`config.mk`:
```
export PLATFORM = sky130hd
export DESIGN_NAME = aes_key_expand_flat
export DESIGN_NICKNAME = d
export VERILOG_FILES = /design/src/rtl/aes_pkg.sv /design/src/rtl/aes_key_expand_if.sv /design/src/rtl/aes_sbox.sv /design/src/rtl/aes_key_expand.sv /design/src/flat_wrapper.sv
export SDC_FILE = /design/constraint.sdc
export NUM_CORES = 2
export LEC_CHECK = 0
export BUFFER_PORTS_ARGS = -buffer_cell sky130_fd_sc_hd__buf_2
export CORE_MARGIN = 4
export CORE_UTILIZATION = 30
export DETAILED_ROUTE_END_ITERATION = 10
export SYNTH_ARGS = -nofsm -noshare
export SYNTH_HDL_FRONTEND = slang
export SYNTH_SLANG_ARGS = --single-unit
export TNS_END_PERCENT = 100
```
`constraint.sdc`:
```
create_clock -name clk -period 44.7 [get_ports clk]
set_input_delay 8.94 -clock clk [delete_from_list [all_inputs] [get_ports clk]]
set_output_delay 8.94 -clock clk [all_outputs]
set_load 0.03 [all_outputs]
```
`src/rtl/aes_pkg.sv`:
```
// Shared AES definitions: sizes, round-constant start value, FSM encoding and GF(2^8) helpers.
package aes_pkg;

  localparam int         AES_NR    = 10;
  localparam int         AES_KEY_W = 128;
  localparam logic [7:0] RCON_INIT = 8'h01;

  localparam logic ST_IDLE = 1'b0;
  localparam logic ST_RUN  = 1'b1;

  typedef enum logic {
    IDLE = ST_IDLE,
    RUN  = ST_RUN
  } ke_state_t;

  function automatic logic [7:0] xtime(input logic [7:0] x);
    return {x[6:0], 1'b0} ^ (x[7] ? 8'h1b : 8'h00);
  endfunction

  // Shift-and-add multiply in GF(2^8) modulo x^8+x^4+x^3+x+1.
  function automatic logic [7:0] gf_mul(input logic [7:0] a, input logic [7:0] b);
    logic [7:0] p;
    logic [7:0] s;
    p = '0;
    s = a;
    for (int i = 0; i < 8; i++) begin
      if (b[i]) p = p ^ s;
      s = xtime(s);
    end
    return p;
  endfunction

endpackage

```
`src/rtl/aes_key_expand_if.sv`:
```
// Key-load and round-key handshake bundle between the key source, the schedule and addRoundKey.
interface aes_key_expand_if;
  import aes_pkg::*;

  logic [AES_KEY_W-1:0] key_in;
  logic                 key_valid;
  logic                 key_ready;
  logic [AES_KEY_W-1:0] rk_out;
  logic [3:0]           rk_round;
  logic                 rk_valid;
  logic                 rk_ready;
  logic                 done;

  modport master (
    output key_in, key_valid, rk_ready,
    input  key_ready, rk_out, rk_round, rk_valid, done
  );

  modport slave (
    input  key_in, key_valid, rk_ready,
    output key_ready, rk_out, rk_round, rk_valid, done
  );

endinterface

```
`src/rtl/aes_sbox.sv`:
```
// Combinational forward AES S-box: multiplicative inverse in GF(2^8) followed by the affine map.
module aes_sbox
  import aes_pkg::*;
(
  input  logic [7:0] din,
  output logic [7:0] dout
);

  // x^254 == x^-1 for nonzero x, and maps 0 to 0 as the S-box requires.
  function automatic logic [7:0] gf_inv(input logic [7:0] x);
    logic [7:0] sq;
    logic [7:0] acc;
    sq  = x;
    acc = 8'h01;
    for (int i = 1; i < 8; i++) begin
      sq  = gf_mul(sq, sq);
      acc = gf_mul(acc, sq);
    end
    return acc;
  endfunction

  logic [7:0] inv_b;

  assign inv_b = gf_inv(din);
  assign dout  = inv_b
               ^ {inv_b[6:0], inv_b[7]}
               ^ {inv_b[5:0], inv_b[7:6]}
               ^ {inv_b[4:0], inv_b[7:5]}
               ^ {inv_b[3:0], inv_b[7:4]}
               ^ 8'h63;

endmodule

```
`src/rtl/aes_key_expand.sv`:
```
// On-the-fly AES-128 key schedule: loads one cipher key and presents round keys 0..NR in order,
// advancing one expansion step per accepted round key.
module aes_key_expand
  import aes_pkg::*;
#(
  parameter int NR = AES_NR
) (
  input  logic               clk,
  input  logic               rst_n,
  aes_key_expand_if.slave    kif
);

  localparam logic [3:0] LAST_ROUND = 4'(NR);

  ke_state_t            state_q;
  logic [AES_KEY_W-1:0] rk_q;
  logic [3:0]           round_q;
  logic [7:0]           rcon_q;
  logic                 rk_valid_q;
  logic                 key_ready_q;
  logic                 done_q;

  logic                 key_fire;
  logic                 rk_fire;
  logic [31:0]          w0, w1, w2, w3;
  logic [31:0]          rot_w, sub_w, t_w;
  logic [31:0]          n0, n1, n2, n3;
  logic [AES_KEY_W-1:0] rk_next;

  assign key_fire = kif.key_valid & key_ready_q;
  assign rk_fire  = rk_valid_q & kif.rk_ready;

  // Next-key datapath: SubWord(RotWord(w3)) straight off the rk_q register, then the XOR chain.
  assign {w0, w1, w2, w3} = rk_q;
  assign rot_w = {w3[23:0], w3[31:24]};

  for (genvar i = 0; i < 4; i++) begin : g_sbox
    aes_sbox u_sbox (
      .din  (rot_w[8*i +: 8]),
      .dout (sub_w[8*i +: 8])
    );
  end

  assign t_w     = sub_w ^ {rcon_q, 24'h0};
  assign n0      = w0 ^ t_w;
  assign n1      = w1 ^ n0;
  assign n2      = w2 ^ n1;
  assign n3      = w3 ^ n2;
  assign rk_next = {n0, n1, n2, n3};

  always_ff @(posedge clk or negedge rst_n) begin
    if (!rst_n) begin
      state_q     <= IDLE;
      rk_q        <= '0;
      round_q     <= '0;
      rcon_q      <= RCON_INIT;
      rk_valid_q  <= 1'b0;
      key_ready_q <= 1'b1;
      done_q      <= 1'b0;
    end else begin
      done_q <= 1'b0;
      case (state_q)
        IDLE: begin
          // Entering IDLE with key_ready low gives the one-cycle gap after done.
          key_ready_q <= 1'b1;
          if (key_fire) begin
            rk_q        <= kif.key_in;
            round_q     <= '0;
            rcon_q      <= RCON_INIT;
            rk_valid_q  <= 1'b1;
            key_ready_q <= 1'b0;
            state_q     <= RUN;
          end
        end
        RUN: begin
          if (rk_fire) begin
            if (round_q == LAST_ROUND) begin
              rk_valid_q <= 1'b0;
              done_q     <= 1'b1;
              state_q    <= IDLE;
            end else begin
              rk_q    <= rk_next;
              round_q <= round_q + 4'd1;
              rcon_q  <= xtime(rcon_q);
            end
          end
        end
        default: state_q <= IDLE;
      endcase
    end
  end

  assign kif.key_ready = key_ready_q;
  assign kif.rk_out    = rk_q;
  assign kif.rk_round  = round_q;
  assign kif.rk_valid  = rk_valid_q;
  assign kif.done      = done_q;

endmodule

```
`src/flat_wrapper.sv`:
```
// flat-port wrapper written by rule: the top's interface ports become plain ports
module aes_key_expand_flat import aes_pkg::*;
#(
  parameter int NR = AES_NR
)
  (clk, rst_n, kif_key_in, kif_key_valid, kif_rk_ready, kif_key_ready, kif_rk_out, kif_rk_round, kif_rk_valid, kif_done);
  aes_key_expand_if kif_i ();
  input  logic clk;
  input  logic rst_n;
  input wire logic [$bits(kif_i.key_in)-1:0] kif_key_in;
  input wire logic [$bits(kif_i.key_valid)-1:0] kif_key_valid;
  input wire logic [$bits(kif_i.rk_ready)-1:0] kif_rk_ready;
  output wire logic [$bits(kif_i.key_ready)-1:0] kif_key_ready;
  output wire logic [$bits(kif_i.rk_out)-1:0] kif_rk_out;
  output wire logic [$bits(kif_i.rk_round)-1:0] kif_rk_round;
  output wire logic [$bits(kif_i.rk_valid)-1:0] kif_rk_valid;
  output wire logic [$bits(kif_i.done)-1:0] kif_done;
  assign kif_i.key_in = kif_key_in;
  assign kif_i.key_valid = kif_key_valid;
  assign kif_i.rk_ready = kif_rk_ready;
  assign kif_key_ready = kif_i.key_ready;
  assign kif_rk_out = kif_i.rk_out;
  assign kif_rk_round = kif_i.rk_round;
  assign kif_rk_valid = kif_i.rk_valid;
  assign kif_done = kif_i.done;
  aes_key_expand #(.NR(NR)) u_core (.clk(clk), .rst_n(rst_n), .kif(kif_i));
endmodule
```
# Word level (Yosys, flattened, before mapping)

Cells that the tools add are included.

Bitwise gates (word level): 785
Reduce and logical (&&, ||, !) cells: 2
Mux-type cells: 837
$add $sub $neg: 1
Equal/unequal tests: 5

Operators by type and width:

| kind                | number |
|---|---|
| $mux 8              | 423 |
| $xor 8x8->8         | 381 |
| $xor 8x5->8         | 364 |
| $mux 5              | 369 |
| $mux 128            | 3 |
| $pmux 128 s2        | 1 |
| $xor 32x32->32      | 5 |
| $mux 4              | 7 |
| $mux 7              | 4 |
| $not 1->1 const A   | 28 |
| $mux 6              | 4 |
| $not 4->4           | 4 |
| $pmux 8 s2          | 1 |
| $mux 1              | 14 |
| $mux 3              | 4 |
| $mux 2              | 4 |
| $pmux 4 s2          | 1 |
| $ne 2x2->1 const B  | 3 |
| $reduce_and 3->1    | 2 |
| $add 4x1->4 const B | 1 |
| $eq 4x4->1 const B  | 1 |
| $pmux 1 s2          | 2 |
| $and 1x1->1         | 2 |
| $ne 2x1->1 const B  | 1 |
| $not 1->1           | 1 |

Input port bits: 132
Output and inout bits: 135
Flip-flop bits (word level): 144

# Logic depth before layout (Yosys ltp)

Depth in word-level cells: 140
Gate-level depth with buffers: 66
Gate-level depth less buffers: 56

# Cells and area by module

Synthesis repeated with hierarchy kept, for this count alone.

Cell total of the unflattened synthesis: 8703
Area total of the unflattened synthesis: 69706.9 um2

By module, submodules not included:

| module         | instances | sequential area each (um2) | cells an instance | area an instance (um2) |
|---|---|---|---|---|
| aes_sbox       | 4         | 0.0                        | 1942              | 15220.8 |
| aes_key_expand | 1         | 3606.0                     | 935               | 8823.5 |

# Least setup slack after synthesis

Ideal clock, no wire load.

Path type: flip-flop to flip-flop
From: register u_core.rk_q[14] (netlist: u_core.kif.rk_out[14])
To: register u_core.rk_q[20] (netlist: u_core.kif.rk_out[20])
Data arrival time: 15.255 ns
Setup slack: 29.373 ns
Setup time: 0.072 ns
Clock period less this slack: 15.327 ns
Path buffers: 7
Cell stages (with the launch flop): 58
Data required time: 44.628 ns
Path through: dfrtp_1 > buf_2 > buf_6 > xor2_2 > xor2_2 > inv_1 > clkbuf_1 > clkbuf_1 > buf_1 > ha_1 > clkbuf_1 > inv_1 > nor2_1 > xnor2_1 > xnor3_1 > inv_1 > clkbuf_1 > ha_1 > [... 22 more ...] > xnor3_1 > xnor3_1 > xnor2_2 > xnor2_4 > xor2_2 > xnor3_1 > nand2_1 > xor2_1 > xnor3_1 > xnor3_1 > xnor2_2 > xor2_2 > xnor2_4 > xnor2_2 > xor3_1 > a21oi_1 > o22ai_1 > nor2_1

Cells in the longest elaborated chain, start to end: 136

RTL lines:

| element                | RTL line             | RTL |
|---|---|---|
| start, declared        | aes_key_expand.sv:16 | `logic [AES_KEY_W-1:0] rk_q;` |
| start signal, assigned | aes_key_expand.sv:67 | `rk_q <= kif.key_in;` |
| start signal, assigned | aes_key_expand.sv:82 | `rk_q <= rk_next;` |
| $xor 8x5->8            | aes_pkg.sv:17        | `return {x[6:0], 1'b0} ^ (x[7] ? 8'h1b : 8'h00);` |
| $xor 8x8->8            | aes_pkg.sv:27        | `if (b[i]) p = p ^ s;` |
| $mux 8                 | aes_pkg.sv:27        |  |
| $xor 8x8->8            | aes_pkg.sv:27        |  |
| $mux 8                 | aes_pkg.sv:27        |  |
| $xor 8x8->8            | aes_pkg.sv:27        |  |
| $mux 8                 | aes_pkg.sv:27        |  |
| $xor 8x8->8            | aes_pkg.sv:27        |  |
| [... 120 more ...]     | n/a                  |  |
| $xor 32x32->32 (*)     | aes_key_expand.sv:44 | `assign t_w = sub_w ^ {rcon_q, 24'h0};` |
| $xor 32x32->32 (*)     | aes_key_expand.sv:45 | `assign n0 = w0 ^ t_w;` |
| $xor 32x32->32 (*)     | aes_key_expand.sv:46 | `assign n1 = w1 ^ n0;` |
| $xor 32x32->32 (*)     | aes_key_expand.sv:47 | `assign n2 = w2 ^ n1;` |
| $xor 32x32->32 (*)     | aes_key_expand.sv:48 | `assign n3 = w3 ^ n2;` |
| $mux 128 (*)           | aes_key_expand.sv:77 | `if (round_q == LAST_ROUND) begin` |
| $mux 128 (*)           | aes_key_expand.sv:76 | `if (rk_fire) begin` |
| $pmux 128 s2 (*)       | aes_key_expand.sv:62 | `case (state_q)` |

Every way passes the cells marked *; elsewhere a longest branch is shown, timed or not. The select of a mux whose other input is x is not followed.
A chain may end at the register's enable or synchronous reset.

# Final worst setup path

From: register u_core.rk_q[7] (netlist: u_core.kif.rk_out[7])
To: register u_core.rk_q[9] (netlist: u_core.kif.rk_out[9])

Cells in the longest elaborated chain, start to end: 137

RTL lines:

| element                                           | RTL line |
|---|---|
| $mux 5 / $mux 8 (equally long branches)           | aes_pkg.sv:17, aes_pkg.sv:27 |
| $xor 8x5->8 / $xor 8x8->8 (equally long branches) | aes_pkg.sv:17, aes_pkg.sv:27 |
| $xor 8x8->8 / $mux 8 (equally long branches)      | aes_pkg.sv:27 |
| $mux 8 / $xor 8x8->8 (equally long branches)      | aes_pkg.sv:27 |
| $xor 8x8->8 / $mux 8 (equally long branches)      | aes_pkg.sv:27 |
| $mux 8 / $xor 8x8->8 (equally long branches)      | aes_pkg.sv:27 |
| $xor 8x8->8 / $mux 8 (equally long branches)      | aes_pkg.sv:27 |
| $mux 8 / $xor 8x8->8 (equally long branches)      | aes_pkg.sv:27 |
| [... 121 more ...]                                | n/a |
| $xor 32x32->32 (*)                                | aes_key_expand.sv:44 |
| $xor 32x32->32 (*)                                | aes_key_expand.sv:45 |
| $xor 32x32->32 (*)                                | aes_key_expand.sv:46 |
| $xor 32x32->32 (*)                                | aes_key_expand.sv:47 |
| $xor 32x32->32 (*)                                | aes_key_expand.sv:48 |
| $mux 128 (*)                                      | aes_key_expand.sv:77 |
| $mux 128 (*)                                      | aes_key_expand.sv:76 |
| $pmux 128 s2 (*)                                  | aes_key_expand.sv:62 |

Marks and branches as above.

==> results.md <==
* Status: completed
* Synth area leader: xnor2_1
* Async SR Flop Fraction at 100%
* CP Data Required Time at 45.11 ns
* Max-cap violations at 0
* R2r setup slk at 25.20 ns
* NumNets Final at 8694
* Initial Utilization at 30.2%
* Min Clock Period, post-route at 19.50 ns
* Die Span Y at 474 µm
* Post-DP HPWL at 171000 µm
* HP Class: flip-flop to flip-flop
* Setup Buffers After CTS at 0
* Mapped cell area at 65100 µm²
* Post-Synthesis Mean Instance Area at 7.56 µm²
* Vias in the first global route at 58968
* Via density at 5.53
* Worst Hold End: u_core.rcon_q[0]
* Final wirelength at 231000 µm
* CP Launch Type: flip-flop
* Hold buffer count at cts at 0
* Area growth from synthesis to layout at 7.67%
* Grt total ovfl at 0
* CTS resizes at 0
* Slowest library cell on the worst path: xnor2_1
* 1st-pass router iterations at 7
* Ranking of synthesized cells by area: xnor2_1 (22%), xnor3_1 (11%), nor2_1 (6.7%)
* Bufs on Longest Clock Path at 2
* DIE AREA at 225000 µm²
* Initial DRC count at 5627
* RePlAce Congestion at 0.958
* Register bit total from synthesis at 144
* Root Buffer: clkbuf_16
* Antenna viol nets, final at 0
* Avg WL per Cell at 20.3 µm
* Crit path max fanout at 22
* Core Box Area at 215000 µm²
* Clock Skews at 0.0386 ns
* H-tree depth at 4
* Post-synthesis cell type count at 121
* Sequential cell area fraction in the yosys report at 5.54%
* FP Rows at 170
* Setup violators final at 0
* Largest net degree at the start of global routing at 97
* Clk_lat worst skew at 0.55 ns
* Tcrit/Tclk final at 43.6%
* Post-synth EDFFs at 0
* Area share of the largest cell type after synthesis at 21.6%
* Slew margin rel. at 11.4%
* CTS Sinks at 144
* Post-route setup TNS at 0 ns
* Port Buffers at 266
* RSZ-0062 raised after global routing: no
* Slowest stage delay, CP at 0.94 ns
* First-pass GRT wire length at 355000 µm
* CTS tree: built
* Final hold viol count at 0
* Total track usage at 19.6%
* R2R cell count at 51
* Worst Path Arrival at 19.91 ns
* Hold path startpoint: u_core.rcon_q[0]
* Post-synthesis net count at 8768
* RR Startpoint: u_core.kif.rk_out[7]
* R2R Path End: u_core.kif.rk_out[9]
* Die width at 474 µm
* Post-route DRC violation count at 0
* Main flop type after synthesis: dfrtp_1
* Gate Count Post-Synth at 8615
* Clock transition at path regs at 0.08 ns
* YS warnings at 0
* Worst setup EP type: flip-flop
* Io pins at 267
* Clock buffer count from CTS at 17
* Via Count at 63022
* Critical setup path kind: flip-flop to flip-flop
* Worst-Margin Slew at 1.32 ns
* Most common cell in the netlist: xnor2_1
* Worst hold path cell count at 2
* Top cells by count, synth: xnor2_1 (1604), nor2_1 (1157), nand2_1 (900)
* Antenna violations before repair at 12
* Share of layout cells above drive strength 1 at 11.0%
* Pins Over Slew Limit at 0
* Fmax at 0.0513 GHz
how the worst max path moves through the flow:
stage / startpoint / end / slack, ns
6_report: u_core.kif.rk_out[7] / u_core.kif.rk_out[9] / 25.20
2_1_floorplan: u_core.kif.rk_out[14] / u_core.kif.rk_out[20] / 29.37
3_3_place_gp: u_core.kif.rk_out[7] / u_core.kif.rk_out[9] / 25.94
5_1_grt: u_core.kif.rk_out[7] / u_core.kif.rk_out[9] / 23.76
3_5_place_dp: u_core.kif.rk_out[7] / u_core.kif.rk_out[9] / 25.41
4_1_cts: u_core.kif.rk_out[7] / u_core.kif.rk_out[9] / 25.33
layout make-up:
| class | instances | area [µm²] |
|---|---|---|
| antenna | 7 | 17.5 |
| fill | 22851 | 145000 |
| clock buffer | 17 | 425 |
| sequential | 144 | 3610 |
| tap | 2838 | 3550 |
| timing repair buffer | 528 | 3320 |
| clock inverter | 15 | 185 |
| inverter | 94 | 353 |
| multi-input combinational | 7756 | 58600 |
worst max-delay path: cells and delay by family, from the launching register on:
family,cells,cell delay (ns)
AOI/OAI and AO/OA,3,0.34
and+or+nand+nor,10,1.49
buffers and inverters,4,1.53
adders and majority gates,3,1.67
xor gates and xnor gates,31,13.39
DFF,1,0.86
sequential cells by signal (all words and copies together), names as in the netlist:
register              count
u_core.state_q            1
u_core.kif.key_ready      1
u_core.rcon_q             8
u_core.kif.rk_valid       1
u_core.kif.done           1
u_core.kif.rk_out       128
u_core.kif.rk_round       4
through the flow:
stage               worst slack, ns  area, µm²  hold slack, ns  util (%)  instances
floorplan                     29.37      65100           0.480         -       8615
global placement              25.94      69500           0.501      32.3      11359
detailed placement            25.41      69500           0.513      32.3      11359
CTS                           25.33      70100           0.532      32.6      11391
global route                  23.76      70100           0.572      32.6      11399
finish                        25.20      70100           0.532      32.6      11399
logic make-up after synthesis:
group / Yosys count / share of synthesized area, %
compound gates: 1877 / 18.4
xor+xnor: 2624 / 46.4
mux: 267 / 4.26
flops: 144 / 5.54
simple gates: 2965 / 19.9
fa+ha+maj: 23 / 0.434
buf+inv: 715 / 4.99
cell usage in the layout (no fill, tap or decap), types with 219 or more instances in the layout:
cell type and instances:
xor2_1 435, nor3_1 219, nand2_1 898, mux2i_1 224
o21ai_0 410, a21oi_1 510, xnor3_1 325, xnor2_1 1571
buf_2 265, nor2_1 1155, nand3_1 239, buf_4 261
metal layers:
metal	up-vias	global-route usage (%)	routed length, µm
li1	29743	-	-
met1	30304	25.4	96900
met2	2520	31.2	104000
met3	451	2.02	14400
met4	4	12.2	15900
met5	-	0	29
Power is left out: the tool's default activity adds up to more than one toggle a clock period on the data nets, which glitch-free logic cannot reach.
